<file path="src/rtl/nanov_store_capture_pkg.sv">
// nanov_store_capture_pkg: shared widths and bit-reversal helper for the store capture block
package nanov_store_capture_pkg;
  localparam int XLEN = 32;
  localparam int EV_W = 2 * XLEN;
  function automatic logic [XLEN-1:0] bit_reverse(input logic [XLEN-1:0] v);
    logic [XLEN-1:0] r;
    for (int i = 0; i < XLEN; i++) r[i] = v[XLEN-1-i];
    return r;
  endfunction
endpackage

</file>
<file path="src/rtl/nanov_store_capture_event_fifo.sv">
// nanov_store_capture_event_fifo: first-word fall-through event queue with occupancy count
module nanov_store_capture_event_fifo #(
  parameter int WIDTH = 64,
  parameter int DEPTH = 4
) (
  input  logic                       clk,
  input  logic                       rstn,
  input  logic                       push,
  input  logic [WIDTH-1:0]           din,
  input  logic                       pop,
  output logic [WIDTH-1:0]           dout,
  output logic [$clog2(DEPTH+1)-1:0] count,
  output logic                       full,
  output logic                       empty
);
  localparam int AW = $clog2(DEPTH);
  localparam int CW = $clog2(DEPTH+1);
  logic [WIDTH-1:0] mem [DEPTH];
  logic [AW-1:0] wptr, rptr;
  logic do_push, do_pop;
  assign empty   = count == '0;
  assign full    = count == CW'(DEPTH);
  assign do_pop  = pop && !empty;
  assign do_push = push && (!full || do_pop);
  assign dout    = empty ? '0 : mem[rptr];
  always_ff @(posedge clk or negedge rstn)
    if (!rstn) begin
      wptr  <= '0;
      rptr  <= '0;
      count <= '0;
    end else begin
      if (do_push) wptr <= wptr + 1'b1;
      if (do_pop) rptr <= rptr + 1'b1;
      count <= count + CW'(do_push) - CW'(do_pop);
    end
  always_ff @(posedge clk)
    if (do_push) mem[wptr] <= din;
endmodule

</file>
<file path="src/rtl/nanov_store_capture.sv">
// nanov_store_capture: latches CPU store strobes, decodes an output register window and queues store events
module nanov_store_capture import nanov_store_capture_pkg::*; #(
  parameter int              XLEN         = nanov_store_capture_pkg::XLEN,
  parameter int              DEPTH        = 4,
  parameter int              NUM_REGS     = 4,
  parameter logic [XLEN-1:0] BASE_ADDR    = 'h1000,
  parameter int              REVERSE_DATA = 1
) (
  input  logic                       clk,
  input  logic                       rstn,
  input  logic [XLEN-1:0]            cpu_data,
  input  logic                       store_data_in,
  input  logic                       store_addr_in,
  output logic [XLEN-1:0]            addr,
  output logic [XLEN-1:0]            data,
  output logic [NUM_REGS*XLEN-1:0]   reg_out,
  output logic                       ev_valid,
  input  logic                       ev_ready,
  output logic [XLEN-1:0]            ev_addr,
  output logic [XLEN-1:0]            ev_data,
  output logic [$clog2(DEPTH+1)-1:0] fifo_count,
  output logic                       overflow,
  input  logic                       clr_overflow
);
  logic [XLEN-1:0] rev_data, off;
  logic [NUM_REGS-1:0] sel;
  logic full, empty, drop;
  for (genvar i = 0; i < XLEN; i++) begin : g_rev
    assign rev_data[i] = (REVERSE_DATA != 0) ? cpu_data[XLEN-1-i] : cpu_data[i];
  end
  // An offset of exactly 4*k covers both word alignment and the window bound
  assign off = addr - BASE_ADDR;
  for (genvar k = 0; k < NUM_REGS; k++) begin : g_sel
    assign sel[k] = store_data_in && off == XLEN'(k * 4);
  end
  assign ev_valid = !empty;
  assign drop     = store_data_in && full && !ev_ready;
  always_ff @(posedge clk or negedge rstn)
    if (!rstn) begin
      addr     <= '0;
      data     <= '0;
      reg_out  <= '0;
      overflow <= 1'b0;
    end else begin
      if (store_addr_in && !store_data_in) addr <= cpu_data;
      if (store_data_in) data <= rev_data;
      for (int k = 0; k < NUM_REGS; k++)
        if (sel[k]) reg_out[k*XLEN +: XLEN] <= rev_data;
      overflow <= drop ? 1'b1 : clr_overflow ? 1'b0 : overflow;
    end
  nanov_store_capture_event_fifo #(.WIDTH(2*XLEN), .DEPTH(DEPTH)) u_fifo (
    .clk   (clk),
    .rstn  (rstn),
    .push  (store_data_in),
    .din   ({addr, rev_data}),
    .pop   (ev_ready),
    .dout  ({ev_addr, ev_data}),
    .count (fifo_count),
    .full  (full),
    .empty (empty)
  );
endmodule
</file>
<file path="config.mk">
export PLATFORM = sky130hd
export DESIGN_NAME = nanov_store_capture
export DESIGN_NICKNAME = d
export VERILOG_FILES = /design/src/rtl/nanov_store_capture_pkg.sv /design/src/rtl/nanov_store_capture_event_fifo.sv /design/src/rtl/nanov_store_capture.sv
export SDC_FILE = /design/constraint.sdc
export NUM_CORES = 1
export LEC_CHECK = 0
export CORE_MARGIN = 10
export CORE_UTILIZATION = 40
export DETAILED_ROUTE_END_ITERATION = 8
export SLEW_MARGIN = 20
export SYNTH_ARGS = -nofsm -noshare
export SYNTH_HDL_FRONTEND = slang
export SYNTH_HIERARCHICAL = 1
export SYNTH_SLANG_ARGS = --single-unit
</file>
<file path="constraint.sdc">
create_clock -name clk -period 3.2 [get_ports clk]
set_input_delay 0.64 -clock clk [delete_from_list [all_inputs] [get_ports clk]]
set_output_delay 0.64 -clock clk [all_outputs]
set_load 0.03 [all_outputs]
</file>
==> results of run 1 <==
[metal layers]
metal	routed length (um)	global-route usage, %
met1	20400	23.5
met2	22400	28.0
met3	3400	5.27
met4	726	4.25
met5	0	0
[layout by cell type, fill, tap and decap left out, types with 49 or more instances in the layout]
cell,count
sky130_fd_sc_hd__and2_1,65
sky130_fd_sc_hd__buf_4,54
sky130_fd_sc_hd__clkbuf_16,49
sky130_fd_sc_hd__clkdlybuf4s50_1,231
sky130_fd_sc_hd__dfrtp_1,198
sky130_fd_sc_hd__dlygate4sd2_1,54
sky130_fd_sc_hd__edfxtp_1,256
sky130_fd_sc_hd__mux2_1,86
sky130_fd_sc_hd__mux2_2,76
sky130_fd_sc_hd__mux4_2,64
[report_power, final]
group / internal [W] / leakage (nW) / switching, W
logic: 0.00255 / 3.56 / 0.00375
clock network: 0.00303 / 0.740 / 0.00220
registers: 0.00716 / 4.98 / 0.000319
[cell type report]
cell class | instances | area [sq um] | share of cell area, %
Clock buffer | 71 | 1410 | 6.06
Multi-Input combinational cell | 382 | 4700 | 20.2
Timing Repair Buffer | 361 | 3600 | 15.5
Tap cell | 585 | 732 | 3.15
Sequential cell | 456 | 12700 | 54.6
Inverter | 8 | 30.0 | 0.129
Antenna cell | 1 | 2.50 | 0.0108
Clock inverter | 16 | 78.8 | 0.339
[critical path, delay by kind of cell, from the launching register on]
kind                   cells  cell delay [ns]
multiplexers               1             0.56
buffers and inverters      2             0.61
flip-flops                 1             0.52
AND/OR/NAND/NOR            1             0.18
[metrics by stage]
stage | hold slack, ns | setup slack, ns | std cells
2_1_floorplan | 0.344 | 0.176 | 887
3_3_place_gp | 0.473 | 0.243 | 1790
3_5_place_dp | 0.480 | 0.169 | 1790
4_1_cts | 0.199 | 0.00102 | 1877
5_1_grt | 0.182 | 0.000641 | 1879
6_report | 0.123 | 0.104 | 1880
[logic make-up after synthesis]
kind of cell	Yosys count	synth area share, %
fa+ha+maj	6	0.469
xor+xnor	5	0.249
mux	256	21.1
flops	456	72.1
buf+inv	49	1.54
compound gates	12	0.782
simple gates	103	3.70
[state kept, by name (all words and copies together), names as in the netlist]
signal        cells
u_fifo/count      3
data             32
u_fifo/mem      256
addr             32
u_fifo/wptr       2
reg_out         128
overflow          1
u_fifo/rptr       2
[what timing repair did]
| item | CTS | global route |
|---|---|---|
| hold buffers | 0 | 0 |
| endpoints found under the setup margin | 55 | 6 |
| resized for setup | 56 | 4 |
| buffers inserted | 0 | 2 |
| pin swaps | 0 | 0 |
[how the worst max path moves through the flow]
stage / start / to / slack (ns) / cells past startpoint
after global placement: addr[14]$_DFFE_PN0P_ / reg_out[91]$_DFFE_PN0P_ / 0.24 / 6
final: u_fifo/rptr[0]$_DFFE_PN0N_ / ev_addr[0] / 0.10 / 4
after CTS: u_fifo/count[1]$_DFF_PN0_ / ev_addr[29] / 0.001 / 4
after floorplan: u_fifo/count[2]$_DFF_PN0_ / u_fifo/mem[2][0]$_DFFE_PP_ / 0.18 / 3
after global routing: u_fifo/rptr[0]$_DFFE_PN0N_ / ev_data[0] / 0.0006 / 4
after detailed placement: addr[14]$_DFFE_PN0P_ / reg_out[93]$_DFFE_PN0P_ / 0.17 / 6
==> run summary, run 1 <==
RUN STATUS
-------------------------------------------------------------------------------------
Run status .............................................................    completed

RUN
-------------------------------------------------------------------------------------
Count of maximum capacitance violations ................................            0

PWR
-------------------------------------------------------------------------------------
Power per Cell Area ....................................................  818 nW/um^2
Maximum vdd drop .......................................................     0.521 mV
Total power ............................................................     0.0190 W
Static leakage .........................................................      9.28 nW

LAYOUT
-------------------------------------------------------------------------------------
Synth-to-layout area growth ............................................        32.1%
Nets ...................................................................         1301
Area of all placed cells without fillers ...............................  23200 sq um
Fraction of layout instances using a drive strength above 1 ............        25.5%
Final core area utilization ............................................        53.7%
Count of filler cells inserted in the layout ...........................         3523

WORST SETUP PATH
-------------------------------------------------------------------------------------
Data required, critical path ...........................................      2.56 ns
Reg2Reg Setup Slack ....................................................      0.19 ns
Max incr delay on CP ...................................................      0.56 ns
Reg-to-Reg Start ....................................................... addr[14]$_DFFE_PN0P_
Data arrival time at the worst-slack endpoint ..........................      2.46 ns
R2R Path End ........................................................... reg_out[123]$_DFFE_PN0P_
Critical path class ....................................................      reg2out
Ordered list of cells on the worst path ................................ buf_16 > mux4_2 > and2_1 > dlygate4sd2_1
Critical path fanouts, max .............................................           28
Element type at the critical path end ..................................  output port
Category of the worst setup path launch point ..........................         flop
Slowest-stage cell, CP ................................................. sky130_fd_sc_hd__mux4_2
Number of cells traversed by the worst register-to-register path .......            6

DRT
-------------------------------------------------------------------------------------
Vias ...................................................................         9454
Routed Antenna Nets ....................................................            0
Post-DR vias/cell ......................................................         5.03
DRT Wirelength .........................................................     46900 um
Count of routing violations after the opening detailed-route iteration .          502
Number of iterations in the first detailed-routing pass ................            4
Routed length per instance .............................................      25.0 um
Total DRC errors in the routed layout ..................................            0

TIMING
-------------------------------------------------------------------------------------
Actual transition at the worst max-transition pin ......................     0.878 ns
Maximum clock rate .....................................................      323 MHz
Unrepaired setup endpoints after global routing ........................        false
Final clock period utilization by the worst path .......................        96.7%
Pins Over Slew Limit ...................................................            0
Hold Fails Final Rpt ...................................................            0
Number of setup violations in the final report .........................            0
Post-layout min period .................................................      3.10 ns
Slew HR ................................................................        41.5%
Total Neg Setup Slack ..................................................         0 ns
Post-Route Skew ........................................................   0.00788 ns

GRT
-------------------------------------------------------------------------------------
Global-route wire length before repair .................................     70400 um
Pin count of the biggest net entering global routing ...................           88
Overall fraction of global-route tracks in use .........................        17.7%
Remaining global-route overflow ........................................            0
Via count of the first global-routing pass .............................        10100
Initial antenna violation count ........................................            3

DIE
-------------------------------------------------------------------------------------
Number of I/O pins .....................................................          299
Die area ...............................................................  52800 sq um
Die outline width ......................................................       230 um
Standard-cell rows .....................................................           76
Height of the die ......................................................       230 um
Core area ..............................................................  43300 sq um
Effective utilization at floorplan .....................................        40.7%

LOGIC SYNTHESIS
-------------------------------------------------------------------------------------
Number of instances in the synthesized netlist .........................          887
Synth Cell Area ........................................................  17600 sq um
Average footprint of a synthesized cell ................................   19.8 sq um
Proportion of synthesized chip area in sequential cells ................        72.1%
Number of warnings issued by yosys .....................................            6
Most used flip-flop cell after synthesis ............................... sky130_fd_sc_hd__edfxtp_1
Number of library cell types mapped by synthesis .......................           36
Async set-reset flop share out of synthesis ............................        43.9%
Post-synth EDFFs .......................................................          256
Top-count cell post-synth .............................................. sky130_fd_sc_hd__edfxtp_1
Top post-synthesis cells by area ....................................... sky130_fd_sc_hd__edfxtp_1 44%, sky130_fd_sc_hd__dfrtp_1 28%, sky130_fd_sc_hd__mux4_2 8.2%
Seq cells post-synth ...................................................          456
Post-synthesis net count ...............................................          931
Post-synth top area share ..............................................        43.7%
Synth area leader ...................................................... sky130_fd_sc_hd__edfxtp_1
Synth top cells by count ............................................... 256 x sky130_fd_sc_hd__edfxtp_1, 200 x sky130_fd_sc_hd__dfrtp_1, 86 x sky130_fd_sc_hd__mux2_1

CLOCK TREE
-------------------------------------------------------------------------------------
Number of clock sinks seen by CTS ......................................          456
Root Buffer Master ..................................................... sky130_fd_sc_hd__clkbuf_16
CTS tree ...............................................................         done
Number of H-tree branching levels ......................................            2
Clock insertion delay at the later pin of the skew report ..............      0.56 ns
CTS buffer count .......................................................           48
Max Root-Sink Buffers ..................................................            3
Clock-pin slew on the worst setup and hold paths .......................      0.06 ns

PLACE
-------------------------------------------------------------------------------------
Port Buffers ...........................................................          298
Detailed Place HPWL ....................................................     31600 um
Placer's final routability congestion estimate .........................        0.728
Cell area after placement ..............................................  21800 sq um

MIN PATH
-------------------------------------------------------------------------------------
Class of the most critical hold timing path ............................     in2async

(Power assumes the default switching activity.)
==> run 2, diff against run 1 <==
CORE_ASPECT_RATIO = 1.5   (was unset)
CTS_CLUSTER_SIZE = 25   (was unset)
==> run 2 against run 1 <==
Against the previous run: critical path depth did not move; via count is 1.6% lower; combinational power down 1%; cell count is 1.9% lower; core utilization down 1.3 points; total power decreased by 2.9%; fmax up 1.9%; flip-flop and latch count is the same; sequential share of layout area increased by 0.73 points; clock power decreased by 9.4%; sequential power about the same; first-iteration DRC count fell by 3.6%; critical path type unchanged; critical endpoint is now ev_addr[16].
==> run summary, run 2 (synthesized netlist as in run 1, its figures left out) <==
CLOCK TREE
-------------------------------------------------------------------------------------
Root Buffer Master ..................................................... sky130_fd_sc_hd__clkbuf_16   unchanged
Clock insertion delay at the later pin of the skew report ..............      0.55 ns   was 0.56 ns
Clock-pin slew on the worst setup and hold paths .......................      0.06 ns   about the same
CTS tree ...............................................................         done   unchanged
CTS buffer count .......................................................           44   was 48
Number of clock sinks seen by CTS ......................................          456   unchanged
Max Root-Sink Buffers ..................................................            3   unchanged
Number of H-tree branching levels ......................................            2   unchanged

GRT
-------------------------------------------------------------------------------------
Initial antenna violation count ........................................            0   was 3
Via count of the first global-routing pass .............................         9821   was 10100
Global-route wire length before repair .................................     67700 um   was 70400 um
Overall fraction of global-route tracks in use .........................        17.0%   was 17.7%
Pin count of the biggest net entering global routing ...................           78   was 88
Remaining global-route overflow ........................................            0   unchanged

LAYOUT
-------------------------------------------------------------------------------------
Most frequent cells in the layout ...................................... 256 x sky130_fd_sc_hd__edfxtp_1, 231 x sky130_fd_sc_hd__clkdlybuf4s50_1, 198 x sky130_fd_sc_hd__dfrtp_1   unchanged
Nets ...................................................................         1279   was 1301
Synth-to-layout area growth ............................................        30.4%   was 32.1%
Registers with the most flip-flops ..................................... u_fifo/mem x256, reg_out x128   unchanged
Count of filler cells inserted in the layout ...........................         3590   was 3523
Fraction of layout instances using a drive strength above 1 ............        23.2%   was 25.5%
Most common cell after layout, fill and taps aside ..................... sky130_fd_sc_hd__edfxtp_1   unchanged
Register with the most flip-flops ......................................   u_fifo/mem   unchanged
Number of flip-flops under the largest register name ...................          256   unchanged
Count of antenna diodes in the layout ..................................            0   was 1

PLACE
-------------------------------------------------------------------------------------
Placer's final routability congestion estimate .........................        0.745   was 0.728
Port Buffers ...........................................................          298   unchanged
Post-placement worst setup slack .......................................     0.130 ns   was 0.169 ns
Detailed Place HPWL ....................................................     30500 um   was 31600 um

WORST SETUP PATH
-------------------------------------------------------------------------------------
Data arrival time at the worst-slack endpoint ..........................      2.40 ns   was 2.46 ns
Critical path fanouts, max .............................................           20   was 28
Critical path class ....................................................      reg2out   unchanged
Data required, critical path ...........................................      2.56 ns   about the same
R2R Path End ........................................................... reg_out[90]$_DFFE_PN0P_   was reg_out[123]$_DFFE_PN0P_
Cell class contributing the biggest share of worst-path delay .......... buffers and inverters   unchanged
Category of the worst setup path launch point ..........................         flop   unchanged
Critical path origin ................................................... u_fifo/rptr[0]$_DFFE_PN0N_   unchanged
Reg-to-Reg Start ....................................................... addr[14]$_DFFE_PN0P_   unchanged
Max incr delay on CP ...................................................      0.52 ns   was 0.56 ns
Slowest-stage cell, CP ................................................. sky130_fd_sc_hd__dfrtp_4   was sky130_fd_sc_hd__mux4_2
Reg2Reg Setup Slack ....................................................      0.16 ns   was 0.19 ns
Number of cells traversed by the worst register-to-register path .......            7   was 6
Element type at the critical path end ..................................  output port   unchanged
Ordered list of cells on the worst path ................................ buf_12 > mux4_2 > and2_1 > dlygate4sd2_1   was buf_16 > mux4_2 > and2_1 > dlygate4sd2_1
Crit path buffers/inverters ............................................            2   unchanged

DRT
-------------------------------------------------------------------------------------
Routed Antenna Nets ....................................................            0   unchanged
Vias ...................................................................         9299   was 9454
Routed length per instance .............................................      24.6 um   was 25.0 um
Post-DR vias/cell ......................................................         5.04   was 5.03
DRT Wirelength .........................................................     45300 um   was 46900 um
Total DRC errors in the routed layout ..................................            0   unchanged
Count of routing violations after the opening detailed-route iteration .          484   was 502
Number of iterations in the first detailed-routing pass ................            4   unchanged

DIE
-------------------------------------------------------------------------------------
Die outline width ......................................................       191 um   was 230 um
Effective utilization at floorplan .....................................        40.2%   was 40.7%
Die area ...............................................................  52900 sq um   was 52800 sq um
Standard-cell rows .....................................................           94   was 76
Core area ..............................................................  43800 sq um   was 43300 sq um
Number of I/O pins .....................................................          299   unchanged
Height of the die ......................................................       277 um   was 230 um

RUN
-------------------------------------------------------------------------------------
Count of maximum capacitance violations ................................            0   unchanged

TIMING
-------------------------------------------------------------------------------------
Unrepaired setup endpoints after global routing ........................        false   unchanged
Post-Route Skew ........................................................    0.0180 ns   was 0.00788 ns
Final clock period utilization by the worst path .......................        95.0%   was 96.7%
Slew HR ................................................................        54.2%   was 41.5%
Total Neg Setup Slack ..................................................         0 ns   unchanged
Actual transition at the worst max-transition pin ......................     0.687 ns   was 0.878 ns
Pins Over Slew Limit ...................................................            0   unchanged
Maximum clock rate .....................................................      329 MHz   was 323 MHz
Post-layout min period .................................................      3.04 ns   was 3.10 ns
Hold Fails Final Rpt ...................................................            0   unchanged
Number of setup violations in the final report .........................            0   unchanged
Smallest setup slack after layout ......................................     0.160 ns   was 0.104 ns

MIN PATH
-------------------------------------------------------------------------------------
Class of the most critical hold timing path ............................     in2async   unchanged

PWR
-------------------------------------------------------------------------------------
Maximum vdd drop .......................................................     0.482 mV   was 0.521 mV
Static leakage .........................................................      9.10 nW   was 9.28 nW
Power per Cell Area ....................................................  805 nW/um^2   was 818 nW/um^2

RUN STATUS
-------------------------------------------------------------------------------------
Run status .............................................................    completed   unchanged

-- run 2: routing by layer --
layer | wire [um] | up-vias | GRT usage, % | part of all wire [%]
li1 | - | 4081 | - | -
met2 | 24300 | 212 | 30.2 | 54
met1 | 17500 | 4950 | 19.9 | 39
met5 | 0 | - | 0 | 0
met3 | 2410 | 56 | 3.93 | 5.3
met4 | 1050 | 0 | 4.80 | 2.3
-- run 2: worst max-delay path by stage --
stage / to / slack (ns) / depth (start not counted)
after global routing: reg_out[90]$_DFFE_PN0P_ / 0.03 / 7
final: ev_addr[16] / 0.16 / 4
after global placement: reg_out[90]$_DFFE_PN0P_ / 0.25 / 6
after floorplan: u_fifo/mem[2][0]$_DFFE_PP_ / 0.18 / 3
after CTS: ev_valid / 0.07 / 5
after detailed placement: reg_out[90]$_DFFE_PN0P_ / 0.13 / 6
-- run 2: repair_timing --
action                     in CTS  in global routing
hold buffers                    0                  0
hold endpoints to repair        0                  0
resized for setup              62                  2
setup endpoints to repair      61                  2
setup buffers                   3                  0
-- run 2: power by group --
group	switching (W)	internal, W	total [W]
clock network	0.00214	0.00261	0.00475
logic	0.00374	0.00250	0.00624
registers	0.000326	0.00716	0.00748
-- run 2: layout make-up --
class,count,area [sq um],area share (%)
flip-flops and latches,456,12700,55.4
clock buffers,61,1190,5.21
multi-input cells,382,4700,20.5
inverters,8,30.0,0.131
well taps,576,721,3.14
clock inverters,18,100,0.436
repair buffers,343,3490,15.2
-- run 2: worst reg2reg max path, delay by kind of cell, from the launching register on --
| kind | cells | cell delay [ns] |
|---|---|---|
| buf+inv | 2 | 0.43 |
| mux | 1 | 0.40 |
| simple gates | 3 | 1.49 |
| compound gates | 1 | 0.16 |
| flops | 1 | 0.43 |
-- run 2: metrics by stage --
stage               cells  area [sq um]  hold WS [ns]  total power [W]  util [%]
CTS                  1844         22900         0.117           0.0188      52.4
finish               1844         22900         0.101           0.0185      52.4
global route         1844         22900         0.138           0.0193      52.4
floorplan             887         17600         0.344           0.0115         -
detailed placement   1762         21700         0.480           0.0144      49.6
global placement     1762         21700         0.473           0.0144      49.6
==> run 3, diff against run 2 <==
CORE_ASPECT_RATIO = 0.5   (was 1.5)
CTS_BUF_LIST = sky130_fd_sc_hd__clkbuf_8   (was unset)
SKIP_LAST_GASP = 1   (was unset)
==> run 3 against run 2 <==
Against the previous run: non-clock buffer count rose by 2; routed wire length is 3.7% higher; total power shrank 0.90%; register-to-register slack improved by 0.07 ns; core utilization grew 0.40 points; largest cell class unchanged; highest routed layer unchanged.
==> run summary, run 3 (synthesized netlist as in run 1, its figures left out) <==
LAYOUT
-------------------------------------------------------------------------------------
Register with the most flip-flops ......................................   u_fifo/mem   unchanged
Number of flip-flops under the largest register name ...................          256   unchanged
Fraction of layout instances using a drive strength above 1 ............        24.7%   was 23.2%
Synth-to-layout area growth ............................................        30.7%   was 30.4%
Registers with the most flip-flops ..................................... u_fifo/mem x256, reg_out x128   unchanged
Nets ...................................................................         1305   was 1279
Most frequent cells in the layout ...................................... 256 x sky130_fd_sc_hd__edfxtp_1, 231 x sky130_fd_sc_hd__clkdlybuf4s50_1, 198 x sky130_fd_sc_hd__dfrtp_1   unchanged
Most common cell after layout, fill and taps aside ..................... sky130_fd_sc_hd__edfxtp_1   unchanged

DIE
-------------------------------------------------------------------------------------
Standard-cell rows .....................................................           54   was 94
Die area ...............................................................  53300 sq um   was 52900 sq um
Effective utilization at floorplan .....................................        40.4%   was 40.2%
Core area ..............................................................  43500 sq um   was 43800 sq um
Die outline width ......................................................       317 um   was 191 um
Number of I/O pins .....................................................          299   unchanged
Height of the die ......................................................       168 um   was 277 um

CLOCK TREE
-------------------------------------------------------------------------------------
CTS tree ...............................................................         done   unchanged
Number of H-tree branching levels ......................................            3   was 2
Quantity of hold-fixing buffers added after cts ........................            0   unchanged
Clock insertion delay at the later pin of the skew report ..............      0.61 ns   was 0.55 ns
CTS buffer count .......................................................           68   was 44
Clock-pin slew on the worst setup and hold paths .......................      0.07 ns   was 0.06 ns
Number of buffers inserted by post-CTS setup repair ....................            0   was 3
Number of clock sinks seen by CTS ......................................          456   unchanged
Max Root-Sink Buffers ..................................................            3   unchanged
Root Buffer Master ..................................................... sky130_fd_sc_hd__clkbuf_8   was sky130_fd_sc_hd__clkbuf_16

WORST SETUP PATH
-------------------------------------------------------------------------------------
Element type at the critical path end ..................................  output port   unchanged
Reg-to-Reg Start ....................................................... addr[14]$_DFFE_PN0P_   unchanged
R2R Path End ........................................................... reg_out[103]$_DFFE_PN0P_   was reg_out[90]$_DFFE_PN0P_
Category of the worst setup path launch point ..........................         flop   unchanged
Reg2Reg Setup Slack ....................................................      0.23 ns   was 0.16 ns
Critical path class ....................................................      reg2out   unchanged
Data required, critical path ...........................................      2.56 ns   about the same
Number of cells traversed by the worst register-to-register path .......            7   unchanged
Data arrival time at the worst-slack endpoint ..........................      2.43 ns   was 2.40 ns
Critical path fanouts, max .............................................           15   was 20

GRT
-------------------------------------------------------------------------------------
Global-route wire length before repair .................................     69900 um   was 67700 um
Via count of the first global-routing pass .............................        10400   was 9821
Remaining global-route overflow ........................................            0   unchanged
Initial antenna violation count ........................................            1   was 0
Overall fraction of global-route tracks in use .........................        17.5%   was 17.0%
Pin count of the biggest net entering global routing ...................           79   was 78

DRT
-------------------------------------------------------------------------------------
DRT Wirelength .........................................................     47000 um   was 45300 um
Post-DR vias/cell ......................................................         5.02   was 5.04
Count of routing violations after the opening detailed-route iteration .          793   was 484
Routed Antenna Nets ....................................................            0   unchanged
Total DRC errors in the routed layout ..................................            0   unchanged
Vias ...................................................................         9536   was 9299
Routed length per instance .............................................      24.7 um   was 24.6 um
Number of iterations in the first detailed-routing pass ................            4   unchanged

TIMING
-------------------------------------------------------------------------------------
Maximum clock rate .....................................................      326 MHz   was 329 MHz
Number of setup violations in the final report .........................            0   unchanged
Unrepaired setup endpoints after global routing ........................        false   unchanged
Hold Fails Final Rpt ...................................................            0   unchanged
Actual transition at the worst max-transition pin ......................     0.710 ns   was 0.687 ns
Post-Route Skew ........................................................    0.0307 ns   was 0.0180 ns
Smallest setup slack after layout ......................................     0.133 ns   was 0.160 ns
Slew HR ................................................................        52.6%   was 54.2%
Post-layout min period .................................................      3.07 ns   was 3.04 ns
Pins Over Slew Limit ...................................................            0   unchanged
Final clock period utilization by the worst path .......................        95.8%   was 95.0%
Total Neg Setup Slack ..................................................         0 ns   unchanged

PLACE
-------------------------------------------------------------------------------------
Placer's final routability congestion estimate .........................        0.761   was 0.745
Port Buffers ...........................................................          298   unchanged
Post-placement worst setup slack .......................................     0.235 ns   was 0.130 ns
Detailed Place HPWL ....................................................     31000 um   was 30500 um

PWR
-------------------------------------------------------------------------------------
Static leakage .........................................................      9.22 nW   was 9.10 nW
Maximum vdd drop .......................................................     0.449 mV   was 0.482 mV
Power per Cell Area ....................................................  796 nW/um^2   was 805 nW/um^2

MIN PATH
-------------------------------------------------------------------------------------
Class of the most critical hold timing path ............................     in2async   unchanged

RUN
-------------------------------------------------------------------------------------
Count of maximum capacitance violations ................................            0   unchanged

RUN STATUS
-------------------------------------------------------------------------------------
Run status .............................................................    completed   unchanged

## run 3: changes by cell type in the layout (fill, tap and decap cells not counted), sizes merged, moves of 2 or more
cell         before  now
bufinv            0    3
inv               9   31
clkinvlp          1    3
buf              49   47
clkbuf           61   77
dlygate4sd2      62   65
## run 3: repair_timing
action,in CTS,in global routing
setup endpoints to repair,65,7
gates resized for setup,66,0
gates cloned,0,1
## run 3: final cells by class
class	instances	area, sq um
clock buffers	75	1030
repair buffers	345	3520
diodes	1	2.50
fillers	3548	20500
inverters	8	30.0
well taps	588	736
flip-flops and latches	456	12700
multi-input cells	382	4700
clock inverters	46	280
## run 3: power breakdown
group | internal (W) | leakage (nW) | total [W] | switching (W)
clock network | 0.00241 | 0.744 | 0.00462 | 0.00221
logic | 0.00249 | 3.49 | 0.00624 | 0.00374
registers | 0.00716 | 4.98 | 0.00746 | 0.000299
## run 3: worst max-delay path: stages, from the launching register on
cell and delay, ns:
sky130_fd_sc_hd__dfrtp_4 0.52, sky130_fd_sc_hd__buf_16 0.20, sky130_fd_sc_hd__mux4_2 0.53, sky130_fd_sc_hd__and2_1 0.20, sky130_fd_sc_hd__dlygate4sd2_1 0.37
## run 3: how the worst max path moves through the flow
stage	depth (start not counted)	startpoint	end	slack, ns
after floorplan	3	u_fifo/count[2]$_DFF_PN0_	u_fifo/mem[2][0]$_DFFE_PP_	0.18
final	4	u_fifo/rptr[0]$_DFFE_PN0N_	ev_data[25]	0.13
after global placement	7	addr[14]$_DFFE_PN0P_	reg_out[53]$_DFFE_PN0P_	0.29
after global routing	4	u_fifo/rptr[0]$_DFFE_PN0N_	ev_addr[15]	0.04
after detailed placement	7	addr[14]$_DFFE_PN0P_	reg_out[94]$_DFFE_PN0P_	0.23
after CTS	4	u_fifo/rptr[0]$_DFFE_PN0N_	ev_data[25]	0.02
## run 3: per-stage QoR
stage	instance area (sq um)	utilization (%)	power, W	std cells	hold slack (ns)
finish	23000	52.8	0.0183	1901	0.0541
global route	23000	52.8	0.0192	1901	0.0475
CTS	23000	52.8	0.0186	1899	0.0420
detailed placement	21700	49.9	0.0144	1778	0.481
global placement	21700	49.9	0.0143	1778	0.473
floorplan	17600	-	0.0115	887	0.344
## run 3: layer usage
layer	track usage [%]	routed length [um]	vias up
met5	0	0	-
met4	3.78	531	0
met3	3.54	1760	42
met2	31.2	25200	163
met1	21.7	19400	5166
li1	-	-	4165
